[src/rtl/pcal6416a_multi_ctrl.sv]
// Multi-device controller for PCAL6416A I/O expanders sharing one byte-oriented I2C master.
// Per device it sequences config/mask init, output-port writes on change and input-port reads
// on INT or poll tick, with round-robin arbitration and sticky NACK flags.
module pcal6416a_multi_ctrl #(
   parameter int unsigned NUM_DEV  = 2,
   parameter int unsigned POLL_DIV = 1000000,
   parameter int unsigned SYNC_FF  = 2
) (
   input  logic                    clk_i,
   input  logic                    reset_i,
   input  logic                    enable_i,
   input  logic                    start_init_i,
   input  logic [7*NUM_DEV-1:0]    dev_addr_i,
   input  logic [16*NUM_DEV-1:0]   dir_inputs_i,
   input  logic [16*NUM_DEV-1:0]   out_req_i,
   input  logic                    irq_n_i,
   output logic [16*NUM_DEV-1:0]   in_pins_o,
   output logic [NUM_DEV-1:0]      in_valid_o,
   output logic [NUM_DEV-1:0]      dev_err_o,
   output logic                    busy_o,
   output logic                    i2c_start_o,
   input  logic                    i2c_done_i,
   input  logic                    i2c_nack_i,
   output logic [6:0]              i2c_addr_o,
   output logic [1:0]              num_wr_bytes_o,
   output logic [7:0]              wr_data0_o,
   output logic [7:0]              wr_data1_o,
   output logic [7:0]              wr_data2_o,
   output logic [1:0]              num_rd_bytes_o,
   input  logic [7:0]              rd_data0_i,
   input  logic [7:0]              rd_data1_i
);

   localparam int unsigned DW = (NUM_DEV > 1) ? $clog2(NUM_DEV) : 1;

   typedef enum logic [2:0] {
      StIdle, StArb, StInitCfg, StInitMask, StWrite, StRdPtr, StRdData
   } state_e;

   state_e                 state_q, state_d;
   logic                   cyc1_q, cyc1_d;
   logic [DW-1:0]          dev_q, dev_d, last_q, last_d;
   logic [15:0]            cap_dir_q, cap_dir_d, cap_out_q, cap_out_d;
   logic [NUM_DEV-1:0]     pend_init_q, pend_init_d, pend_rd_q, pend_rd_d;
   logic [NUM_DEV-1:0]     pend_wr_q, pend_wr_d, dev_err_q, dev_err_d;
   logic [NUM_DEV-1:0]     in_valid_q, in_valid_d, elig_q, elig_nxt;
   logic [16*NUM_DEV-1:0]  shadow_q, shadow_d, in_pins_q, in_pins_d;
   logic [6:0]             addr_q, addr_d;
   logic [1:0]             nwr_q, nwr_d, nrd_q, nrd_d;
   logic [7:0]             w0_q, w0_d, w1_q, w1_d, w2_q, w2_d;
   logic [SYNC_FF-1:0]     irq_sync_q;
   logic                   irq_prev_q, irq_fall;
   logic [31:0]            poll_cnt_q;
   logic                   poll_tick, txn, done_ok, found;
   int unsigned            sel, idx;

   // Synchronise the asynchronous INT line; idles high so reset never fakes an edge.
   always_ff @(posedge clk_i or posedge reset_i) begin
      if (reset_i) begin
         irq_sync_q <= '1;
         irq_prev_q <= 1'b1;
      end else begin
         irq_sync_q <= {irq_sync_q[SYNC_FF-2:0], irq_n_i};
         irq_prev_q <= irq_sync_q[SYNC_FF-1];
      end
   end

   assign irq_fall = irq_prev_q & ~irq_sync_q[SYNC_FF-1];

   // Free-running poll divider; a zero divider disables the tick entirely.
   always_ff @(posedge clk_i or posedge reset_i) begin
      if (reset_i) begin
         poll_cnt_q <= '0;
      end else if (POLL_DIV != 0) begin
         poll_cnt_q <= poll_tick ? '0 : poll_cnt_q + 32'd1;
      end
   end

   assign poll_tick = (POLL_DIV != 0) && (poll_cnt_q == 32'(POLL_DIV - 1));
   assign elig_q    = (pend_init_q | pend_rd_q | pend_wr_q) & ~dev_err_q;
   assign txn       = (state_q != StIdle) && (state_q != StArb);
   // Done is ignored on the start cycle so a level-style done from the last transfer is not reused.
   assign done_ok   = txn && !cyc1_q && i2c_done_i;

   // Round-robin pick, starting one past the last serviced device.
   always_comb begin
      found = 1'b0;
      sel   = 0;
      idx   = 0;
      for (int unsigned k = 1; k <= NUM_DEV; k++) begin
         idx = (32'(last_q) + k) % NUM_DEV;
         if (!found && elig_q[idx]) begin
            found = 1'b1;
            sel   = idx;
         end
      end
   end

   // Flag bookkeeping, FSM next state and transaction payload.
   always_comb begin
      state_d     = state_q;
      cyc1_d      = 1'b0;
      dev_d       = dev_q;
      last_d      = last_q;
      cap_dir_d   = cap_dir_q;
      cap_out_d   = cap_out_q;
      addr_d      = addr_q;
      nwr_d       = nwr_q;
      nrd_d       = nrd_q;
      w0_d        = w0_q;
      w1_d        = w1_q;
      w2_d        = w2_q;
      pend_init_d = pend_init_q;
      pend_rd_d   = pend_rd_q;
      pend_wr_d   = pend_wr_q;
      dev_err_d   = dev_err_q;
      shadow_d    = shadow_q;
      in_pins_d   = in_pins_q;
      in_valid_d  = '0;

      for (int unsigned i = 0; i < NUM_DEV; i++) begin
         if (out_req_i[16*i +: 16] != shadow_q[16*i +: 16]) pend_wr_d[i] = 1'b1;
      end
      if (irq_fall || poll_tick) pend_rd_d = '1;

      if (done_ok) begin
         if (i2c_nack_i) begin
            dev_err_d[dev_q]   = 1'b1;
            pend_init_d[dev_q] = 1'b0;
            pend_rd_d[dev_q]   = 1'b0;
            pend_wr_d[dev_q]   = 1'b0;
         end else begin
            unique case (state_q)
               StInitMask: begin
                  pend_init_d[dev_q] = 1'b0;
                  pend_rd_d[dev_q]   = 1'b1;
                  pend_wr_d[dev_q]   = 1'b1;
               end
               StWrite: begin
                  shadow_d[16*dev_q +: 16] = cap_out_q;
                  // Keep the request pending if the pins moved again while on the bus.
                  if (out_req_i[16*dev_q +: 16] == cap_out_q) pend_wr_d[dev_q] = 1'b0;
               end
               StRdData: begin
                  in_pins_d[16*dev_q +: 16] = {rd_data1_i, rd_data0_i};
                  in_valid_d[dev_q]         = 1'b1;
                  pend_rd_d[dev_q]          = 1'b0;
               end
               default: ;
            endcase
         end
      end

      if (start_init_i) begin
         pend_init_d = '1;
         dev_err_d   = '0;
      end
      elig_nxt = (pend_init_d | pend_rd_d | pend_wr_d) & ~dev_err_d;

      unique case (state_q)
         StIdle: if (enable_i && (|elig_q)) state_d = StArb;
         StArb: begin
            if (!(|elig_q)) begin
               state_d = StIdle;
            end else if (enable_i) begin
               dev_d     = DW'(sel);
               last_d    = DW'(sel);
               addr_d    = dev_addr_i[7*sel +: 7];
               cap_dir_d = dir_inputs_i[16*sel +: 16];
               cap_out_d = out_req_i[16*sel +: 16];
               if (pend_init_q[sel])    state_d = StInitCfg;
               else if (pend_rd_q[sel]) state_d = StRdPtr;
               else                     state_d = StWrite;
            end
         end
         StInitCfg, StRdPtr: begin
            if (done_ok) begin
               if (!i2c_nack_i && enable_i)
                  state_d = (state_q == StInitCfg) ? StInitMask : StRdData;
               else
                  state_d = (|elig_nxt) ? StArb : StIdle;
            end
         end
         StInitMask, StWrite, StRdData: if (done_ok) state_d = (|elig_nxt) ? StArb : StIdle;
         default: state_d = StIdle;
      endcase

      // Payload is loaded once on entry and held until done.
      if (state_d != state_q) begin
         cyc1_d = 1'b1;
         unique case (state_d)
            StInitCfg: begin
               nwr_d = 2'd3; nrd_d = 2'd0;
               w0_d = 8'h06; w1_d = cap_dir_d[7:0]; w2_d = cap_dir_d[15:8];
            end
            StInitMask: begin
               nwr_d = 2'd3; nrd_d = 2'd0;
               w0_d = 8'h4A; w1_d = ~cap_dir_d[7:0]; w2_d = ~cap_dir_d[15:8];
            end
            StWrite: begin
               nwr_d = 2'd3; nrd_d = 2'd0;
               w0_d = 8'h02; w1_d = cap_out_d[7:0]; w2_d = cap_out_d[15:8];
            end
            StRdPtr: begin
               nwr_d = 2'd1; nrd_d = 2'd0;
               w0_d = 8'h00; w1_d = 8'h00; w2_d = 8'h00;
            end
            StRdData: begin
               nwr_d = 2'd0; nrd_d = 2'd2;
               w0_d = 8'h00; w1_d = 8'h00; w2_d = 8'h00;
            end
            default: cyc1_d = 1'b0;
         endcase
      end
   end

   // State and datapath registers.
   always_ff @(posedge clk_i or posedge reset_i) begin
      if (reset_i) begin
         state_q     <= StIdle;
         cyc1_q      <= 1'b0;
         dev_q       <= '0;
         last_q      <= DW'(NUM_DEV - 1);
         cap_dir_q   <= '0;
         cap_out_q   <= '0;
         addr_q      <= '0;
         nwr_q       <= '0;
         nrd_q       <= '0;
         w0_q        <= '0;
         w1_q        <= '0;
         w2_q        <= '0;
         pend_init_q <= '1;
         pend_rd_q   <= '0;
         pend_wr_q   <= '0;
         dev_err_q   <= '0;
         shadow_q    <= '0;
         in_pins_q   <= '0;
         in_valid_q  <= '0;
      end else begin
         state_q     <= state_d;
         cyc1_q      <= cyc1_d;
         dev_q       <= dev_d;
         last_q      <= last_d;
         cap_dir_q   <= cap_dir_d;
         cap_out_q   <= cap_out_d;
         addr_q      <= addr_d;
         nwr_q       <= nwr_d;
         nrd_q       <= nrd_d;
         w0_q        <= w0_d;
         w1_q        <= w1_d;
         w2_q        <= w2_d;
         pend_init_q <= pend_init_d;
         pend_rd_q   <= pend_rd_d;
         pend_wr_q   <= pend_wr_d;
         dev_err_q   <= dev_err_d;
         shadow_q    <= shadow_d;
         in_pins_q   <= in_pins_d;
         in_valid_q  <= in_valid_d;
      end
   end

   assign busy_o         = (state_q != StIdle);
   assign i2c_start_o    = cyc1_q;
   assign i2c_addr_o     = addr_q;
   assign num_wr_bytes_o = nwr_q;
   assign num_rd_bytes_o = nrd_q;
   assign wr_data0_o     = w0_q;
   assign wr_data1_o     = w1_q;
   assign wr_data2_o     = w2_q;
   assign in_pins_o      = in_pins_q;
   assign in_valid_o     = in_valid_q;
   assign dev_err_o      = dev_err_q;

endmodule
[config.mk]
export PLATFORM = sky130hd
export DESIGN_NAME = pcal6416a_multi_ctrl
export DESIGN_NICKNAME = d
export VERILOG_FILES = /design/src/rtl/pcal6416a_multi_ctrl.sv
export SDC_FILE = /design/constraint.sdc
export NUM_CORES = 1
export LEC_CHECK = 0
export CAP_MARGIN = 0
export CORE_MARGIN = 5
export CORE_UTILIZATION = 52
export DETAILED_ROUTE_END_ITERATION = 10
export MAX_ROUTING_LAYER = met4
export PLACE_DENSITY = 0.8
export SYNTH_ARGS = -nofsm -noshare
export SYNTH_HDL_FRONTEND = slang
export SYNTH_SLANG_ARGS = --single-unit
[constraint.sdc]
create_clock -name clk_i -period 6.34 [get_ports clk_i]
set_input_delay 0.634 -clock clk_i [delete_from_list [all_inputs] [get_ports clk_i]]
set_output_delay 0.634 -clock clk_i [all_outputs]
set_load 0.05 [all_outputs]
# After elaboration in Yosys (flattened, before gate mapping)
# Index checks and enable logic that the tools add are counted.
# word_totals
reg_bits	182
latch_bits	0
ram_bits	0
romBits	0
input_bits	101
output_inout_bits	73
wordCells	166
memories	0
# op_classes
add_sub_neg	4
n_mul	1
div	0
magnitude_cmp	5
eq_ne	17
shift	7
mux	60
bitwise	20
n_reduce_logical	30
# ops
operator	count
$mux W16	6
$pmux W8 S4	3
$shiftx A16 B34 Y32	2
$shiftx A32 B33 Y16	2
$bwmux W32	2
$mux W32	2
$neg A5 Y34	1
$shift A16 B34 Y32 const A	1
$shiftx A14 B33 Y7	1
$add A32 B1 Y32 const B	1
$eq A32 B20 Y1 const B	1
$lt A32 B2 Y1 const B	1
$mul A3 B32 Y32 const A	1
$mux W2	16
$ne A16 B16 Y1	2
$shiftx A32 B6 Y16	1
$mux W3	8
$eq A3 B3 Y1 const B	6
$mux W1	17
$eq A16 B16 Y1	1
$not A8 Y8	2
$or A2 B2 Y2	7
$eq A3 B2 Y1 const B	4
$pmux W2 S2	3
26 further kinds	53

# Logic depth before layout (Yosys ltp)
# depth
word_depth	22
ltp_mapped	13
depth_no_buf	10

# Worst setup path before layout
# Ideal clock, no wire load.
# synth_timing
path_kind	input-to-reg
startpoint	in i2c_done_i
endpoint	reg w1_q[0] (netlist: wr_data1_o[0])
setup_ns	0.125
arrival_time_ns	3.010
t_required_ns	6.215
path_slack_ns	3.204
stages	11
n_path_buf	2
cell_sequence	nor2b_1 > and3_1 > clkbuf_1 > a2111o_1 > nor4_2 > a31oi_2 > a32oi_4 > a21o_1 > a311o_2 > buf_6 > mux2_4
# synth_via
elab_chain_cells	15
elab_cells_between_ends	27
# synth_rtl
item	line	rtl
start, declared	22	input logic i2c_done_i,
$logic_and A1 B1 Y1 *	83	assign done_ok = txn && !cyc1_q && i2c_done_i;
$mux W2	126	if (done_ok) begin
$mux W2	154	if (start_init_i) begin
$or A2 B2 Y2 (2 in series)	158	elig_nxt = (pend_init_d | pend_rd_d | pend_wr_d) & ~dev_err_d;
$and A2 B2 Y2	158	
$reduce_or A2 Y1	181, 184	
$mux W1	181, 184	
$mux W3	178	if (!i2c_nack_i && enable_i)
$mux W3	177	if (done_ok) begin
$pmux W3 S4 *	160	unique case (state_q)
$eq A3 B3 Y1	191	unique case (state_d)
$reduce_or A2 Y1 (no source line)	--	
$reduce_bool A4 Y1 (no source line)	--	
$reduce_and A2 Y1 (no source line)	--	
end signal, assigned	250	w1_q <= w1_d;
end, declared	50	logic [7:0] w0_q, w0_d, w1_q, w1_d, w2_q, w2_d;
# Mark *: on every way between the ends. The rest lies on a longest branch, timed or not.
# A chain may end at the register's enable or synchronous reset.

# Final worst setup path
# layout_timing
startpoint	reg dev_q
endpoint	reg nwr_q[1] (netlist: num_wr_bytes_o[1])
# layout_via
elab_chain_cells	22
elab_cells_between_ends	48
# layout_rtl
item	line	rtl
start, declared	42	logic [DW-1:0] dev_q, dev_d, last_q, last_d;
start signal, assigned	242	dev_q <= dev_d;
branches (longest 12 deep; another with $shiftx A32 B6 Y16)	--	
$and A2 B2 Y2 *	158	
$reduce_or A2 Y1 *	181, 184	
$mux W1 *	181, 184	
$mux W3	178	
$mux W3	177	
$pmux W3 S4 *	160	
$eq A3 B3 Y1 or $eq A3 B2 Y1 (tied branches)	191	
$reduce_or A3 Y1 (no source line)	--	
$reduce_bool A3 Y1 (no source line)	--	
$reduce_and A2 Y1 (no source line)	--	
end signal, assigned	247	nwr_q <= nwr_d;
end, declared	49	logic [1:0] nwr_q, nwr_d, nrd_q, nrd_d;
# Mark *: on every way between the ends.

==> metrics.csv <==
metric;value;unit
coreArea;16520;um^2
finalPower;4.696;mW
ys_warn_count;0;
cpPeakStageDelay;0.63;ns
maxCapViolations;0;
fp.dieH;139.8;um
synth_edf_count;0;
outcome;finished, final reports clean;
synth_area;8755;um^2
cp_max_fo;23;
syn_inst;853;
ant_nets;0;
grt_pass1_wl;35190;um
start_util;52.98;%
wire_per_inst;17.67;um
wirelength;21870;um
diodes;0;
path_clk_slew;0.07;ns
crit_type;flip-flop to flip-flop;
min_path_type;flip-flop to flip-flop;
gr-total-overflow;0;
drv_slew;0;
final_common_cell;dfrtp_1;
yosysTopAreaCell;dfrtp_1;
clk_path_buf_depth;2;
synthArstFlopShare;100.0;%
port-buffer-count;168;
fp.dieW;139.8;um
synth_flop_cell;dfrtp_1;
path_buf_inv;1;
synth-seq-area-share;50.39;%
first_pass_iters;5;
syn_area_per_cell;10.26;um^2
gp_congestion;0.9138;
multi_input_area;4041;um^2
setup_tns;0;ns
clockRootBuffer;clkbuf_16;
die_area;19530;um^2
fin_cells;1238;
finClkSkew;0.01249;ns
final_cell_mix;170 x dfrtp_1, 168 x clkdlybuf4s50_1, 145 x nand2_1;
antenna_found_initial;0;
grt_pass1_vias;6618;
max_freq;229.3;MHz
holdBufCountCts;0;
dp_hpwl;15460;um
drtIter0Drc;382;
placementRows;47;
drc;0;
vias_per_cell;5.436;
cts_tree;yes;
grtUsageTotal;23.13;%
worstPathRequired;6.65;ns
design.portCount;174;
min_period;4.361;ns
power_leakage;5.131;nW
path_delay_family;compound AO/OA/AOI/OAI gates;
drive_gt1_share;10.90;%
cts.sinks;176;
start_kind;flip-flop;
rsz0062_at_grt;false;
irDropWorstVdd;0.2833;mV
p_per_area;418.4;nW/um^2
register_area;4412;um^2
synthDistinctLibCells;63;
worst_slack;1.979;ns
slowest_stage;a311o_2;
dr_total_vias;6730;
cts_buffers;17;
cts_resized;0;
grt_max_degree;75;
tightest_slew;1.096;ns
dp_cells;1206;
cp_cell_sequence;buf_4, mux2i_1, xor2_1, nand4_1, nor4_1, o2111ai_1, a32oi_4, a21o_1, a311o_2, mux2_2;
fin_crit_sh;68.78;%
post-cts-setup-buffers;0;
setup_viol;0;
worst_setup_path_end_kind;flip-flop;
synth_seq_cells;176;
nets;1107;
yosysTopAreaCellShare;48.59;%
post-place-ws;1.758;ns
syn2layout_area_growth;28.20;%
fillers;1253;
worstSkewPairLatency;0.44;ns
htree_num_levels;4;
worst_slew_margin_rel;26.29;%
hold_viol;0;
ys_top_cells_by_area;dfrtp_1 49%, mux2i_1 6.4%, nand2_1 6.2%;
critPathArrivalTime;4.67;ns
[sequential cells by signal (all words and copies together), names as in the netlist, 2 cells and up]
name and count:
in_valid_o 2, wr_data1_o 8, dev_err_o 2, num_wr_bytes_o 2, shadow_q 32, in_pins_o 32
poll_cnt_q 32, state_q 3, i2c_addr_o 7, pend_wr_q 2, cap_dir_q 16, irq_sync_q 2
wr_data0_o 3, pend_rd_q 2, wr_data2_o 8, pend_init_q 2, cap_out_q 16
[cells in the mapped netlist, types with 13 or more instances]
| library cell | count |
|---|---|
| a211oi_1 | 17 |
| a21oi_1 | 23 |
| a31oi_1 | 17 |
| clkbuf_1 | 26 |
| dfrtp_1 | 170 |
| inv_1 | 33 |
| mux2_2 | 37 |
| mux2_4 | 15 |
| mux2i_1 | 56 |
| nand2_1 | 145 |
| nand3_1 | 19 |
| nand4_1 | 13 |
| nor2_1 | 63 |
| o21ai_0 | 30 |
| xnor2_1 | 46 |
| xor2_1 | 30 |
[per-layer routing]
layer,global-route usage (%),wire length (um),up-vias
met5,-,0,-
met4,5.813,382,0
met3,5.592,1252,30
met2,36.03,10550,199
met1,30.80,9691,3273
li1,-,-,3228
[logic make-up (layout without fill, tap and decap cells)]
kind of cell / Yosys count / in the layout / share of synthesized area (%)
other: 1 / 5 / 0.04283
adder cells (fa/ha/maj): 1 / 1 / 0.1429
AO/OA/AOI/OAI: 119 / 119 / 9.233
buffers and inverters: 81 / 242 / 4.016
flip-flops: 176 / 176 / 50.39
XOR/XNOR: 76 / 76 / 7.603
multiplexers: 108 / 108 / 13.73
AND/OR/NAND/NOR: 291 / 291 / 14.84
[metrics by stage]
step           area (um^2)  hold slack [ns]  util [%]
6_report             11220           0.3632     67.92
3_5_place_dp         10600           0.3495     64.14
2_1_floorplan         8770           0.3452         -
4_1_cts              11220           0.3644     67.92
5_1_grt              11220           0.3722     67.92
3_3_place_gp         10600           0.3476     64.14
[cell type report]
cell class	instances	share of cell area (%)
inverters	35	1.215
well taps	220	2.453
clock inverters	15	1.773
flip-flops and latches	176	39.31
multi-input cells	600	36.01
repair buffers	175	15.45
clock buffers	17	3.790
[worst reg2reg max path, cell delays in order (launching register included)]
cell	delay (ns)
dfrtp_1	0.57
buf_4	0.38
mux2i_1	0.26
xor2_1	0.23
nand4_1	0.14
nor4_1	0.61
o2111ai_1	0.24
a32oi_4	0.60
a21o_1	0.14
a311o_2	0.63
mux2_2	0.44
[power breakdown]
part	switching, mW	leakage, nW	internal, mW	total, mW
logic	1.23	2.55	0.814	2.04
clock network	0.474	0.297	0.634	1.11
registers	0.188	2.28	1.36	1.54
total	1.89	5.13	2.80	4.70
[worst paths after layout]
path / from / end / slack [ns] / cells after the start
setup / recovery: dev_q / num_wr_bytes_o[1] / 1.98 / 10
hold / removal: irq_sync_q[0] / irq_sync_q[1] / 0.36 / 0
setup reg to reg: dev_q / num_wr_bytes_o[1] / 1.98 / 10
hold reg to reg: irq_sync_q[0] / irq_sync_q[1] / 0.36 / 0
max in group asynchronous: reset_i / cap_out_q[14] / 4.48 / 3
min in group asynchronous: reset_i / in_pins_o[18] / 0.56 / 2
No activity file was read; power rests on OpenSTA's default activity.
